[config.mk]
export PLATFORM = sky130hd
export DESIGN_NAME = switch_debouncer_flat
export DESIGN_NICKNAME = d
export VERILOG_FILES = /design/src/rtl/switch_debouncer_if.sv /design/src/rtl/switch_debouncer.sv /design/src/flat_wrapper.sv
export SDC_FILE = /design/constraint.sdc
export NUM_CORES = 1
export LEC_CHECK = 0
export ABC_AREA = 1
export CORE_UTILIZATION = 45
export CTS_CLUSTER_DIAMETER = 120
export CTS_CLUSTER_SIZE = 14
export DETAILED_ROUTE_END_ITERATION = 8
export GPL_ROUTABILITY_DRIVEN = 0
export GPL_TIMING_DRIVEN = 0
export PLACE_DENSITY = 0.82
export REMOVE_ABC_BUFFERS = 1
export SLEW_MARGIN = 15
export SYNTH_ARGS = -nofsm -noshare
export SYNTH_HDL_FRONTEND = slang
export SYNTH_SLANG_ARGS = --single-unit
[constraint.sdc]
create_clock -name clk -period 1.1 [get_ports clk]
set_input_delay 0.165 -clock clk [delete_from_list [all_inputs] [get_ports clk]]
set_output_delay 0.165 -clock clk [all_outputs]
set_load 0.02 [all_outputs]
[src/rtl/switch_debouncer_if.sv]
// ----------------------------------------------------------------------------
// switch_debouncer_if
//
// Purpose : bundles the switch-side and clean-side signals of the
//           multi-channel switch debouncer.
//
// Signals (all WIDTH bits):
//   in     : raw, asynchronous switch levels (driven by the board / master)
//   out    : debounced level, registered
//   rise   : one-cycle pulse when out[i] goes 0->1
//   fall   : one-cycle pulse when out[i] goes 1->0
//   toggle : flips on each debounced rising edge (constant 0 unless the
//            debouncer is built with SWITCH_TOGGLE_EN)
//
// Modports:
//   master : drives in, observes the debounced outputs
//   slave  : the debouncer itself
// ----------------------------------------------------------------------------
interface switch_debouncer_if #(
    parameter int WIDTH = 4
) ();

    logic [WIDTH-1:0] in;
    logic [WIDTH-1:0] out;
    logic [WIDTH-1:0] rise;
    logic [WIDTH-1:0] fall;
    logic [WIDTH-1:0] toggle;

    modport master (
        output in,
        input  out,
        input  rise,
        input  fall,
        input  toggle
    );

    modport slave (
        input  in,
        output out,
        output rise,
        output fall,
        output toggle
    );

endinterface

[src/rtl/switch_debouncer.sv]
// ----------------------------------------------------------------------------
// switch_debouncer
//
// Purpose : multi-channel debouncer for mechanical switch inputs. Every
//           channel has a two-flop synchroniser, a stability counter and a
//           registered clean output with one-cycle rise / fall pulses.
//           Channels are fully independent; they share only clk and rst.
//
// Parameters:
//   WIDTH         : number of switch channels (>= 1)
//   STABLE_CYCLES : consecutive synchronised cycles a new level must hold
//                   before it is accepted (>= 2)
//   CNT_W         : counter width, 2**CNT_W > STABLE_CYCLES
//
// Ports:
//   clk         : rising-edge clock
//   rst         : synchronous, active-high reset
//   sw          : switch_debouncer_if.slave (in / out / rise / fall / toggle)
//   dbg_pending : per-channel FSM state, 1 = PENDING, 0 = STABLE
//
// Configuration macro:
//   SWITCH_TOGGLE_EN : when defined, toggle[i] flips on the same edge that
//                      raises rise[i]. When undefined, toggle is tied to 0
//                      and no toggle registers exist.
//
// Handshake: there is no valid/ready flow control. in is sampled on every
// clock; out / rise / fall / toggle are registered and change only on the
// rising edge of clk. A level change sampled at edge E is visible on out
// after edge E+STABLE_CYCLES+1, together with its rise or fall pulse.
// ----------------------------------------------------------------------------
module switch_debouncer #(
    parameter int WIDTH         = 4,
    parameter int STABLE_CYCLES = 8,
    parameter int CNT_W         = 4
) (
    input  logic                 clk,
    input  logic                 rst,
    switch_debouncer_if.slave    sw,
    output logic [WIDTH-1:0]     dbg_pending
);

    typedef enum logic {
        ST_STABLE  = 1'b0,
        ST_PENDING = 1'b1
    } state_t;

    localparam logic [CNT_W-1:0] CNT_LAST = CNT_W'(STABLE_CYCLES - 1);
    localparam logic [CNT_W-1:0] CNT_ONE  = CNT_W'(1);

    // Synchroniser
    logic [WIDTH-1:0] s1;
    logic [WIDTH-1:0] s2;

    // Per-channel FSM and counter
    state_t           state_q [WIDTH];
    state_t           state_d [WIDTH];
    logic [CNT_W-1:0] cnt_q   [WIDTH];
    logic [CNT_W-1:0] cnt_d   [WIDTH];

    // accept[i]: the pending level on channel i has held long enough
    logic [WIDTH-1:0] accept;

    // Registered outputs and their next values
    logic [WIDTH-1:0] out_q;
    logic [WIDTH-1:0] out_d;
    logic [WIDTH-1:0] rise_q;
    logic [WIDTH-1:0] rise_d;
    logic [WIDTH-1:0] fall_q;
    logic [WIDTH-1:0] fall_d;

    // ------------------------------------------------------------------
    // State register (synchroniser, FSM, counter, registered outputs)
    // ------------------------------------------------------------------
    always_ff @(posedge clk) begin
        if (rst) begin
            s1     <= '0;
            s2     <= '0;
            out_q  <= '0;
            rise_q <= '0;
            fall_q <= '0;
            for (int i = 0; i < WIDTH; i++) begin
                state_q[i] <= ST_STABLE;
                cnt_q[i]   <= '0;
            end
        end else begin
            s1     <= sw.in;
            s2     <= s1;
            out_q  <= out_d;
            rise_q <= rise_d;
            fall_q <= fall_d;
            for (int i = 0; i < WIDTH; i++) begin
                state_q[i] <= state_d[i];
                cnt_q[i]   <= cnt_d[i];
            end
        end
    end

    // ------------------------------------------------------------------
    // Next-state logic
    // ------------------------------------------------------------------
    always_comb begin
        accept = '0;
        for (int i = 0; i < WIDTH; i++) begin
            state_d[i] = state_q[i];
            cnt_d[i]   = cnt_q[i];
            case (state_q[i])
                ST_STABLE: begin
                    if (s2[i] != out_q[i]) begin
                        state_d[i] = ST_PENDING;
                        cnt_d[i]   = CNT_ONE;
                    end
                end
                ST_PENDING: begin
                    if (s2[i] == out_q[i]) begin
                        // Bounced back before the count finished: drop it.
                        state_d[i] = ST_STABLE;
                        cnt_d[i]   = '0;
                    end else if (cnt_q[i] == CNT_LAST) begin
                        accept[i]  = 1'b1;
                        state_d[i] = ST_STABLE;
                        cnt_d[i]   = '0;
                    end else begin
                        cnt_d[i] = cnt_q[i] + CNT_ONE;
                    end
                end
                default: begin
                    state_d[i] = ST_STABLE;
                    cnt_d[i]   = '0;
                end
            endcase
        end
    end

    // ------------------------------------------------------------------
    // Output logic: next values of the registered outputs, plus the
    // debug view of the FSM.
    // ------------------------------------------------------------------
    always_comb begin
        // An accepted channel always differs from out, so flipping is the
        // same as loading s2.
        out_d  = out_q ^ accept;
        rise_d = accept & s2;
        fall_d = accept & ~s2;
        dbg_pending = '0;
        for (int i = 0; i < WIDTH; i++) begin
            dbg_pending[i] = (state_q[i] == ST_PENDING);
        end
    end

    assign sw.out  = out_q;
    assign sw.rise = rise_q;
    assign sw.fall = fall_q;

`ifdef SWITCH_TOGGLE_EN
    logic [WIDTH-1:0] toggle_q;

    // Flips on the same edge that loads rise_q.
    always_ff @(posedge clk) begin
        if (rst) begin
            toggle_q <= '0;
        end else begin
            toggle_q <= toggle_q ^ rise_d;
        end
    end

    assign sw.toggle = toggle_q;
`else
    assign sw.toggle = '0;
`endif

endmodule

[src/flat_wrapper.sv]
// flat-port wrapper written by rule: the top's interface ports become plain ports
module switch_debouncer_flat 
#(
    parameter int WIDTH         = 4,
    parameter int STABLE_CYCLES = 8,
    parameter int CNT_W         = 4
)
  (clk, rst, dbg_pending, sw_in, sw_out, sw_rise, sw_fall, sw_toggle);
  switch_debouncer_if #(.WIDTH(WIDTH)) sw_i ();
  input  logic clk;
  input  logic rst;
  output logic [WIDTH-1:0] dbg_pending;
  input wire logic [$bits(sw_i.in)-1:0] sw_in;
  output wire logic [$bits(sw_i.out)-1:0] sw_out;
  output wire logic [$bits(sw_i.rise)-1:0] sw_rise;
  output wire logic [$bits(sw_i.fall)-1:0] sw_fall;
  output wire logic [$bits(sw_i.toggle)-1:0] sw_toggle;
  assign sw_i.in = sw_in;
  assign sw_out = sw_i.out;
  assign sw_rise = sw_i.rise;
  assign sw_fall = sw_i.fall;
  assign sw_toggle = sw_i.toggle;
  switch_debouncer #(.WIDTH(WIDTH), .STABLE_CYCLES(STABLE_CYCLES), .CNT_W(CNT_W)) u_core (.clk(clk), .rst(rst), .sw(sw_i), .dbg_pending(dbg_pending));
endmodule
==> summary.txt <==
Status
  • Status: finished clean

Detailed routing
  • Via count: 1449
  • DR WL/cell: ~11 µm
  • DRC: 0
  • Met3 wire len: ~150 µm
  • Via density: approximately 4.9
  • Met2 WL: ~1700 µm
  • Routed wire length: approximately 3400 µm
  • Number of DRC markers in iteration 0: 86
  • Wl on met1: about 1500 µm
  • Top sig layer: met4
  • Pre-antenna DRT Iters: 4
  • ANT nets after route: 0

Synth
  • Post-synth EDFFs: 0
  • Simple logic cell fraction of the synthesized area: 0.286
  • Most common cell in the netlist: nand2_1
  • Synth cell count leaders: nand2_1 (51), dfxtp_1 (40), inv_1 (24), nor2_1 (19), a21oi_1 (16)
  • Netlist Area Pre-Place: approximately 1700 µm²
  • Seq/Total Area, Yosys: 0.473
  • Synth Area in Adders: 0.0296
  • Yosys top cell by area: dfxtp_1
  • Synth area leaders: dfxtp_1 (47%), nand2_1 (11%), inv_1 (5.3%), a21oi_1 (4.7%), nor2_1 (4.2%)
  • Post-synthesis mux area share: 0.0200
  • Post-synthesis compound-gate area fraction: 0.0895
  • XOR/XNOR share of the synthesized area: 0
  • Post-synth top flop: dfxtp_1
  • FF+latch count, synth: 40
  • Syn avg cell area: approximately 7.7 µm²
  • Yosys top cell area share: 0.473
  • Largest family of logic cells by synthesized area: simple AND/OR/NAND/NOR gates
  • Synth unique cells: 25
  • Post-synthesis instance total: 220
  • Syn. warnings: 0
  • FFs w/ async S/R, synth: 0

Timing
  • Final setup vio count: 0
  • Worst Max-Slew Pin Slew: 0.511 ns
  • Final Cycle Share: 0.982
  • Rel. slew slack: 0.659
  • Worst clock skew: a little over 0.008 ns
  • Fin. Hold Viols: 0
  • Sum Neg Setup Slack: 0 ns
  • Min Tclk post-route: ~1.1 ns
  • Max-slew violations: 0
  • PnR worst setup slack: roughly 0.019 ns
  • F_max: about 930 MHz

Layout
  • Final nets: around 260
  • Multi-input gate area: ~850 µm²
  • Share of cells above drive strength 1: 0.357
  • Syn-to-layout area delta: 26.6%
  • Storage cell area: between 800 and 900 µm²
  • Layout filler cell count: around 320
  • ANT cells: 0

Die
  • Row cnt: 21
  • Die Wd: 63.3 µm
  • Io pins: 26
  • Core ar.: 3470 µm²
  • Initial core utilization: 0.488
  • Die area: 4010 µm²
  • Vert. Die Dim: around 63 µm

Global routing
  • Total GRT Usage: 0.177
  • Vias in the first global route: 1316
  • Initial antenna violation count: 0
  • Largest net degree at the start of global routing: 27
  • First-pass GRT wire length: approximately 5300 µm
  • GR Overflow Total: 0

Setup path
  • Worst-case reg-to-reg path depth: 6
  • Worst R2R End: u_core.sw.out[1]$_SDFF_PP0_
  • Crit Reg-Reg Startpoint: u_core.cnt_q[1][1]$_SDFFE_PP0P_
  • Worst EP arrival: around 1.3 ns
  • CP Data Required Time: 1.28 ns
  • Critical path type: flip-flop to flip-flop
  • CP startpoint kind: flip-flop
  • R2r setup slk: approximately 0.019 ns
  • Crit path max fanout: 3
  • Crit end category: flip-flop

CTS
  • Clock buffer depth: 2
  • Later-pin clock latency in the skew report: around 0.30 ns
  • Clock slew at reported path FFs: around 0.08 ns
  • Hold Buf Count CTS: 0
  • CTS tree: built
  • H-tree Lvls: 2
  • TritonCTS Sinks: 40
  • Clock tree root buffer cell: clkbuf_8
  • Total CTS buffers: 5

Worst hold path
  • HP Start: rst
  • Hold Path Depth: 2
  • End of the worst hold path: u_core.s1[2]$_SDFF_PP0_
  • Hold/Removal Path Class: input port to flip-flop

Placed design
  • Post-DP HPWL: 2020 µm
  • Placement Setup Slack: -1.00 ns
  • IO Port Bufs: 21

Power and ir drop
  • VDD IR-drop max: a little over 0.0009 V
  • Leak pwr: slightly above 0.9 nW
  • Pwr dens: between 1000 and 1500 nW/µm²

Run
  • Max-cap viol count: 0
-- per-stage QoR --
stage | area [µm²] | hold WS, ns | power, W | instances | utilization
2_1_floorplan | 1650 | 0.234 | 0.00161 | 215 | -
3_3_place_gp | 1920 | 0.390 | 0.00166 | 282 | 0.553
3_5_place_dp | 1920 | 0.399 | 0.00167 | 282 | 0.553
4_1_cts | 2060 | 0.364 | 0.00260 | 297 | 0.593
5_1_grt | 2140 | 0.340 | 0.00271 | 298 | 0.617
6_report | 2140 | 0.313 | 0.00258 | 298 | 0.617
-- per-layer routing --
layer,track usage,vias up
li1,-,748
met4,0.0938,0
met2,0.308,31
met5,0,-
met1,0.180,665
met3,0.0725,5
-- critical path: stages, from the launching register on --
cell and delay, ns:
dfxtp_2 0.36, ha_4 0.15, nand2_4 0.06, nor2_4 0.12, nand2_2 0.09, o21ai_2 0.14
a21oi_1 0.05
-- report_power, final --
| group | total (W) | internal (W) | switching (W) |
|---|---|---|---|
| clock network | 0.000918 | 0.000431 | 0.000488 |
| logic | 0.000162 | 0.0000660 | 0.0000957 |
| registers | 0.00150 | 0.00148 | 0.0000246 |
| total | 0.00258 | 0.00197 | 0.000608 |
-- sequential cells by signal, summed over array words and instances, names as in the netlist --
register and count:
u_core.cnt_q 16, u_core.s1 4, u_core.s2 4, u_core.state_q 4, u_core.sw.fall 4, u_core.sw.out 4
u_core.sw.rise 4
-- cell families after synthesis --
kind of cell / Yosys count
simple gates: 105
flops: 40
buf+inv: 39
compound gates: 28
fa+ha+maj: 4
mux: 3
other cells: 1
-- layout make-up --
class	instances	area share
inverter	31	0.0561
timing repair buffer	30	0.0994
tap	46	0.0269
multi-input combinational	144	0.395
clock inverter	1	0.00234
clock buffer	6	0.0339
sequential	40	0.386
-- how the worst max path moves through the flow --
stage | start | cells after the start | end
global placement | rst | 4 | u_core.state_q[0][1]$_SDFF_PP0_
finish | u_core.cnt_q[1][1]$_SDFFE_PP0P_ | 6 | u_core.sw.out[1]$_SDFF_PP0_
global route | u_core.cnt_q[1][1]$_SDFFE_PP0P_ | 6 | u_core.sw.out[1]$_SDFF_PP0_
CTS | rst | 4 | u_core.cnt_q[0][2]$_SDFFE_PP0P_
floorplan | u_core.cnt_q[3][0]$_SDFFE_PP0P_ | 6 | u_core.sw.out[3]$_SDFF_PP0_
detailed placement | rst | 4 | u_core.state_q[0][2]$_SDFF_PP0_
-- cells in the final DEF (no fill, tap or decap), types with 5 or more instances in the layout --
master / n
a21oi_1: 15
buf_2: 9
buf_4: 9
clkbuf_8: 5
dfxtp_1: 21
dfxtp_2: 18
inv_1: 23
inv_2: 7
nand2_1: 44
nand2_2: 9
nand3_1: 7
nor2_1: 19
nor3_1: 6
o21ai_0: 5
-- what timing repair did --
| item | 4_1_cts | 5_1_grt |
|---|---|---|
| endpoints found under the setup margin | 56 | 33 |
| gates resized for setup | 68 | 37 |
| gates cloned | 0 | 0 |
| buffers inserted | 8 | 3 |
| pin swaps | 5 | 14 |
No activity file was read; power rests on OpenSTA's default activity.
